==> src/rtl/id_ex_stage.sv <==
// ID/EX pipeline register with operand forwarding and load-use stall request.
// Optional FORWARDING_EN: EX/MEM and MEM/WB bypass; otherwise RAW hazards stall until writeback.
module id_ex_stage (
    input  logic        clk,
    input  logic        reset,
    input  logic        stall,
    input  logic        flush,
    input  logic [4:0]  id_rs,
    input  logic [4:0]  id_rt,
    input  logic [4:0]  id_rd,
    input  logic [31:0] id_rs_val,
    input  logic [31:0] id_rt_val,
    input  logic [15:0] id_imm16,
    input  logic        id_ext_op,
    input  logic        id_alusrc,
    input  logic [2:0]  id_alu_op,
    input  logic        id_regdst,
    input  logic        id_regwrite,
    input  logic        id_memtoreg,
    input  logic        id_memwrite,
    input  logic        mem_regwrite,
    input  logic [4:0]  mem_waddr,
    input  logic [31:0] mem_wdata,
    input  logic        wb_regwrite,
    input  logic [4:0]  wb_waddr,
    input  logic [31:0] wb_wdata,
    output logic [31:0] alu_a,
    output logic [31:0] alu_b,
    output logic [2:0]  alu_op,
    output logic [31:0] ex_store_data,
    output logic [4:0]  ex_waddr,
    output logic        ex_regwrite,
    output logic        ex_memtoreg,
    output logic        ex_memwrite,
    output logic        load_use_stall
);
    localparam logic [2:0] ALU_ADD = 3'b000;

    logic [4:0]  r_rs;
    logic [4:0]  r_rt;
    logic [31:0] r_rs_val;
    logic [31:0] r_rt_val;
    logic [31:0] r_imm32;
    logic        r_alusrc;
    logic [2:0]  r_alu_op;
    logic [4:0]  r_waddr;
    logic        r_regwrite;
    logic        r_memtoreg;
    logic        r_memwrite;

    logic [31:0] w_imm32;
    logic [4:0]  w_waddr;
    logic [31:0] w_fwd_rs;
    logic [31:0] w_fwd_rt;
    logic        w_use_rt;

    assign w_imm32 = id_ext_op ? {{16{id_imm16[15]}}, id_imm16} : {16'h0000, id_imm16};
    assign w_waddr = id_regwrite ? (id_regdst ? id_rd : id_rt) : 5'd0;

    always_ff @(posedge clk or posedge reset) begin
        if (reset) begin
            r_rs       <= 5'd0;
            r_rt       <= 5'd0;
            r_rs_val   <= 32'd0;
            r_rt_val   <= 32'd0;
            r_imm32    <= 32'd0;
            r_alusrc   <= 1'b0;
            r_alu_op   <= ALU_ADD;
            r_waddr    <= 5'd0;
            r_regwrite <= 1'b0;
            r_memtoreg <= 1'b0;
            r_memwrite <= 1'b0;
        end else if (!stall) begin
            if (flush) begin
                r_rs       <= 5'd0;
                r_rt       <= 5'd0;
                r_rs_val   <= 32'd0;
                r_rt_val   <= 32'd0;
                r_imm32    <= 32'd0;
                r_alusrc   <= 1'b0;
                r_alu_op   <= ALU_ADD;
                r_waddr    <= 5'd0;
                r_regwrite <= 1'b0;
                r_memtoreg <= 1'b0;
                r_memwrite <= 1'b0;
            end else begin
                r_rs       <= id_rs;
                r_rt       <= id_rt;
                r_rs_val   <= id_rs_val;
                r_rt_val   <= id_rt_val;
                r_imm32    <= w_imm32;
                r_alusrc   <= id_alusrc;
                r_alu_op   <= id_alu_op;
                r_waddr    <= w_waddr;
                r_regwrite <= id_regwrite;
                r_memtoreg <= id_memtoreg;
                r_memwrite <= id_memwrite;
            end
        end
    end

    // rt is a real source unless the B operand is the immediate of a non-store
    assign w_use_rt = ~id_alusrc | id_memwrite;

`ifdef FORWARDING_EN
    function automatic logic [31:0] fwd(input logic [4:0] src, input logic [31:0] val);
        if (mem_regwrite && mem_waddr != 5'd0 && mem_waddr == src)
            return mem_wdata;
        else if (wb_regwrite && wb_waddr != 5'd0 && wb_waddr == src)
            return wb_wdata;
        else
            return val;
    endfunction

    assign w_fwd_rs = fwd(r_rs, r_rs_val);
    assign w_fwd_rt = fwd(r_rt, r_rt_val);

    always_comb begin
        load_use_stall = 1'b0;
        if (r_memtoreg && r_waddr != 5'd0 &&
            (r_waddr == id_rs || (r_waddr == id_rt && w_use_rt)))
            load_use_stall = 1'b1;
    end
`else
    logic w_unused;
    assign w_unused = ^{r_rs, r_rt, mem_wdata, wb_regwrite, wb_waddr, wb_wdata};

    assign w_fwd_rs = r_rs_val;
    assign w_fwd_rt = r_rt_val;

    // Without bypass every pending writer in EX or MEM blocks a dependent ID instruction
    always_comb begin
        load_use_stall = 1'b0;
        if (r_regwrite && r_waddr != 5'd0 &&
            (r_waddr == id_rs || (r_waddr == id_rt && w_use_rt)))
            load_use_stall = 1'b1;
        if (mem_regwrite && mem_waddr != 5'd0 &&
            (mem_waddr == id_rs || (mem_waddr == id_rt && w_use_rt)))
            load_use_stall = 1'b1;
    end
`endif

    assign alu_a         = w_fwd_rs;
    assign alu_b         = r_alusrc ? r_imm32 : w_fwd_rt;
    assign ex_store_data = w_fwd_rt;
    assign alu_op        = r_alu_op;
    assign ex_waddr      = r_waddr;
    assign ex_regwrite   = r_regwrite;
    assign ex_memtoreg   = r_memtoreg;
    assign ex_memwrite   = r_memwrite;
endmodule

==> config.mk <==
export PLATFORM = sky130hd
export DESIGN_NAME = id_ex_stage
export DESIGN_NICKNAME = d
export VERILOG_FILES = /design/src/rtl/id_ex_stage.sv
export SDC_FILE = /design/constraint.sdc
export NUM_CORES = 1
export LEC_CHECK = 0
export CORE_AREA = 2 2 115 117
export DETAILED_ROUTE_END_ITERATION = 10
export DIE_AREA = 0 0 117 119
export GPL_TIMING_DRIVEN = 0
export HOLD_SLACK_MARGIN = 0.02
export PLACE_DENSITY = 0.75
export SETUP_SLACK_MARGIN = 0.5
export SLEW_MARGIN = 20
export SYNTH_ARGS = -nofsm -noshare
export SYNTH_HDL_FRONTEND = slang
export SYNTH_SLANG_ARGS = --single-unit
==> constraint.sdc <==
create_clock -name clk -period 4.29 [get_ports clk]
set_input_delay 0.858 -clock clk [delete_from_list [all_inputs] [get_ports clk]]
set_output_delay 0.858 -clock clk [all_outputs]
set_load 0.01 [all_outputs]
==> impl_metrics.ini <==
[status]
status = finished, final reports clean

[critical_path]
path_class = input pin to output pin
crit_path_max_fanout = 3
startpoint = id_rt[4]
cp_slowest_cell = clkdlybuf4s50_1
slowest_delay_ns = 0.57
cp-start-kind = input pin
r2r-start = r_alusrc
critPathArrivalTime_ns = 2.74
reg2regPathDepth = 3
endpoint_kind = output pin
cpMostUsedCell = clkdlybuf4s50_1
crit_required_ns = 3.43
crit_chain = clkdlybuf4s50_1, xor2_1, nor4_1, a32oi_1, o22ai_1, clkdlybuf4s50_1

[clock_network]
post_cts_buffers = 0
insertion_delay_ns = 0.34
clock_sinks = 93
path_clk_slew_ns = 0.06
cts_repair_resize_count = 0
cts_made_buffers = 9
root_buffer = clkbuf_16
ctsHoldBuffers = 0
tritoncts = done
htreeDepth = 3
clockBufferDepth = 2

[die]
core_area_um2 = 12870
rows = 42
io-pin-count = 292
die_w_um = 117
die_h_um = 119
initial_core_util_pct = 30.69
die_area_um2 = 13920

[detailed_routing]
drc = 0
via_per_inst = 4.832
drt_iter0_markers = 156
first_pass_iters = 4
vias = 3518
ant_nets = 0
wl_per_cell_um = 17.64
routed_wl_um = 12840

[synth]
synthFlopType = dfrtp_1
syn_nets = 500
synth_area_um2 = 3951
synth_top_area_share_pct = 58.90
synth.distinct_cells = 25
yosys_warnings = 0
synth.area.top_cells = dfrtp_1, a22o_1, mux2_2
synth.avg_cell_area_um2 = 12.50
synth_async_sr_flop_share_pct = 100.0
synthCells = 316
synth_seq_cells = 93
synth_edf_count = 0
yosysMostFrequentCell = dfrtp_1
synth_commonest_cells = dfrtp_1, a22o_1, o21ai_0
yosysTopAreaCell = dfrtp_1
yosysSeqAreaShare_pct = 58.90

[timing]
worst_pin_slew_ns = 0.6025
min_period_ns = 3.594
slew_violations = 0
skew_ns = 0
timing.fmax_mhz = 278.2
hold_ws_ns = 0.4933
finalWorstSetupSlack_ns = 0.6959
fin_crit_sh_pct = 83.78
setup_viol = 0
rsz0062_at_grt = no
finalHoldViolations = 0
relSlewSlack_pct = 59.84

[finish]
nets = 731
syn_to_final_growth_pct = 70.08
diodes = 0
drive_gt1_share_pct = 9.420
fin_area_um2 = 6720
multiInputGateArea_um2 = 1425
fillers = 1154
regArea_um2 = 2327
postLayoutCoreUtil_pct = 52.20

[power]
p_int_mw = 1.807
power.share.combinational_pct = 22.0
total_power_mw = 2.387
ir_drop_uv = 187.6
p_leak_nw = 2.919
p_per_area_nw_per_um2 = 355.2
power.share.clock_pct = 36.5
power_switching_mw = 0.5796
p_sw_share_pct = 24.29
power_frac_seq_pct = 41.5

[placed_design]
dpl_cell_area_um2 = 6394
place_ws_ns = 0.7146
hpwl_um = 9746
numPortBuffers = 219
gp_congestion = 0.7998

[grt]
grt_pass1_wl_um = 19890
antenna_found_initial = 0
grt_pass1_vias = 3866
grt_overflow = 0
grt_usage_pct = 18.65
grt_max_degree = 53

[hold_path]
min_from = alu_a[15]
whs_path_depth = 2
hold_class = register to register

[flow_run]
maxCapViolations = 0
## cell families after synthesis
logic type                after synthesis  synth area share [%]
xor gates and xnor gates               20                 4.433
AOI/OAI and AO/OA                     113                 22.51
DFF                                    93                 58.90
muxes                                  21                 5.826
buffers and inverters                  43                 5.035
and+or+nand+nor                        26                 3.293
## flip-flops by register name (all words and copies together) (netlist names)
signal,cells
ex_store_data,32
ex_regwrite,1
ex_memtoreg,1
alu_a,32
ex_waddr,5
r_alusrc,1
r_imm32,17
ex_memwrite,1
alu_op,3
## power groups by stage
stage | clock network, mW | registers [mW] | logic (mW)
final | 0.871 | 0.992 | 0.524
after global routing | 0.932 | 1.00 | 0.565
after CTS | 0.895 | 0.992 | 0.533
after detailed placement | 0 | 1.01 | 0.530
after global placement | 0 | 1.01 | 0.517
after floorplan | 0 | 1.02 | 0.176
## per-stage QoR
step           TNS, ns  std cells
2_1_floorplan        0        316
3_3_place_gp    -31.66        711
3_5_place_dp         0        712
4_1_cts              0        728
5_1_grt              0        728
6_report             0        728
## cell usage in the layout (no fill, tap or decap), types with 5 or more instances in the layout
master,Yosys,final
mux2_2,16,16
xnor2_1,11,11
inv_1,17,16
nand2_1,14,14
buf_2,12,12
mux2i_1,5,5
buf_4,6,6
dfrtp_1,93,93
o21ai_0,24,24
xor2_1,9,9
clkbuf_16,0,9
clkbuf_1,7,8
a22o_1,84,84
clkdlybuf4s50_1,0,219
## area by class of cell
type / count / share of cell area [%]
flip-flops and latches: 93 / 34.63
inverters: 17 / 0.9868
clock buffers: 12 / 3.817
repair buffers: 220 / 33.03
well taps: 176 / 3.277
plain buffers: 26 / 2.011
clock inverters: 4 / 1.043
multi-input cells: 180 / 21.21
## final timing paths
kind,endpoint,slack [ns]
worst min-delay path,alu_a[15],0.49
worst min register to register,alu_a[15],0.49
worst max register to register,r_alusrc,3.19
max in group asynchronous,r_imm32[2],2.72
min in group asynchronous,alu_a[15],0.92
worst max-delay path,load_use_stall,0.70
## worst max-delay path, delay by kind of cell
kind                      cells  cell delay [ns]
xor gates and xnor gates      1             0.20
and+or+nand+nor               1             0.28
buffers and inverters         2             1.07
AOI/OAI and AO/OA             2             0.33
## layer usage
layer / track usage, % / wire length, um / vias up
li1: - / - / 1615
met4: 5.882 / 167 / 0
met2: 31.76 / 6314 / 165
met5: 0 / 0 / -
met1: 22.85 / 5312 / 1724
met3: 4.936 / 1047 / 14
Power figures use the tool's default switching activity.
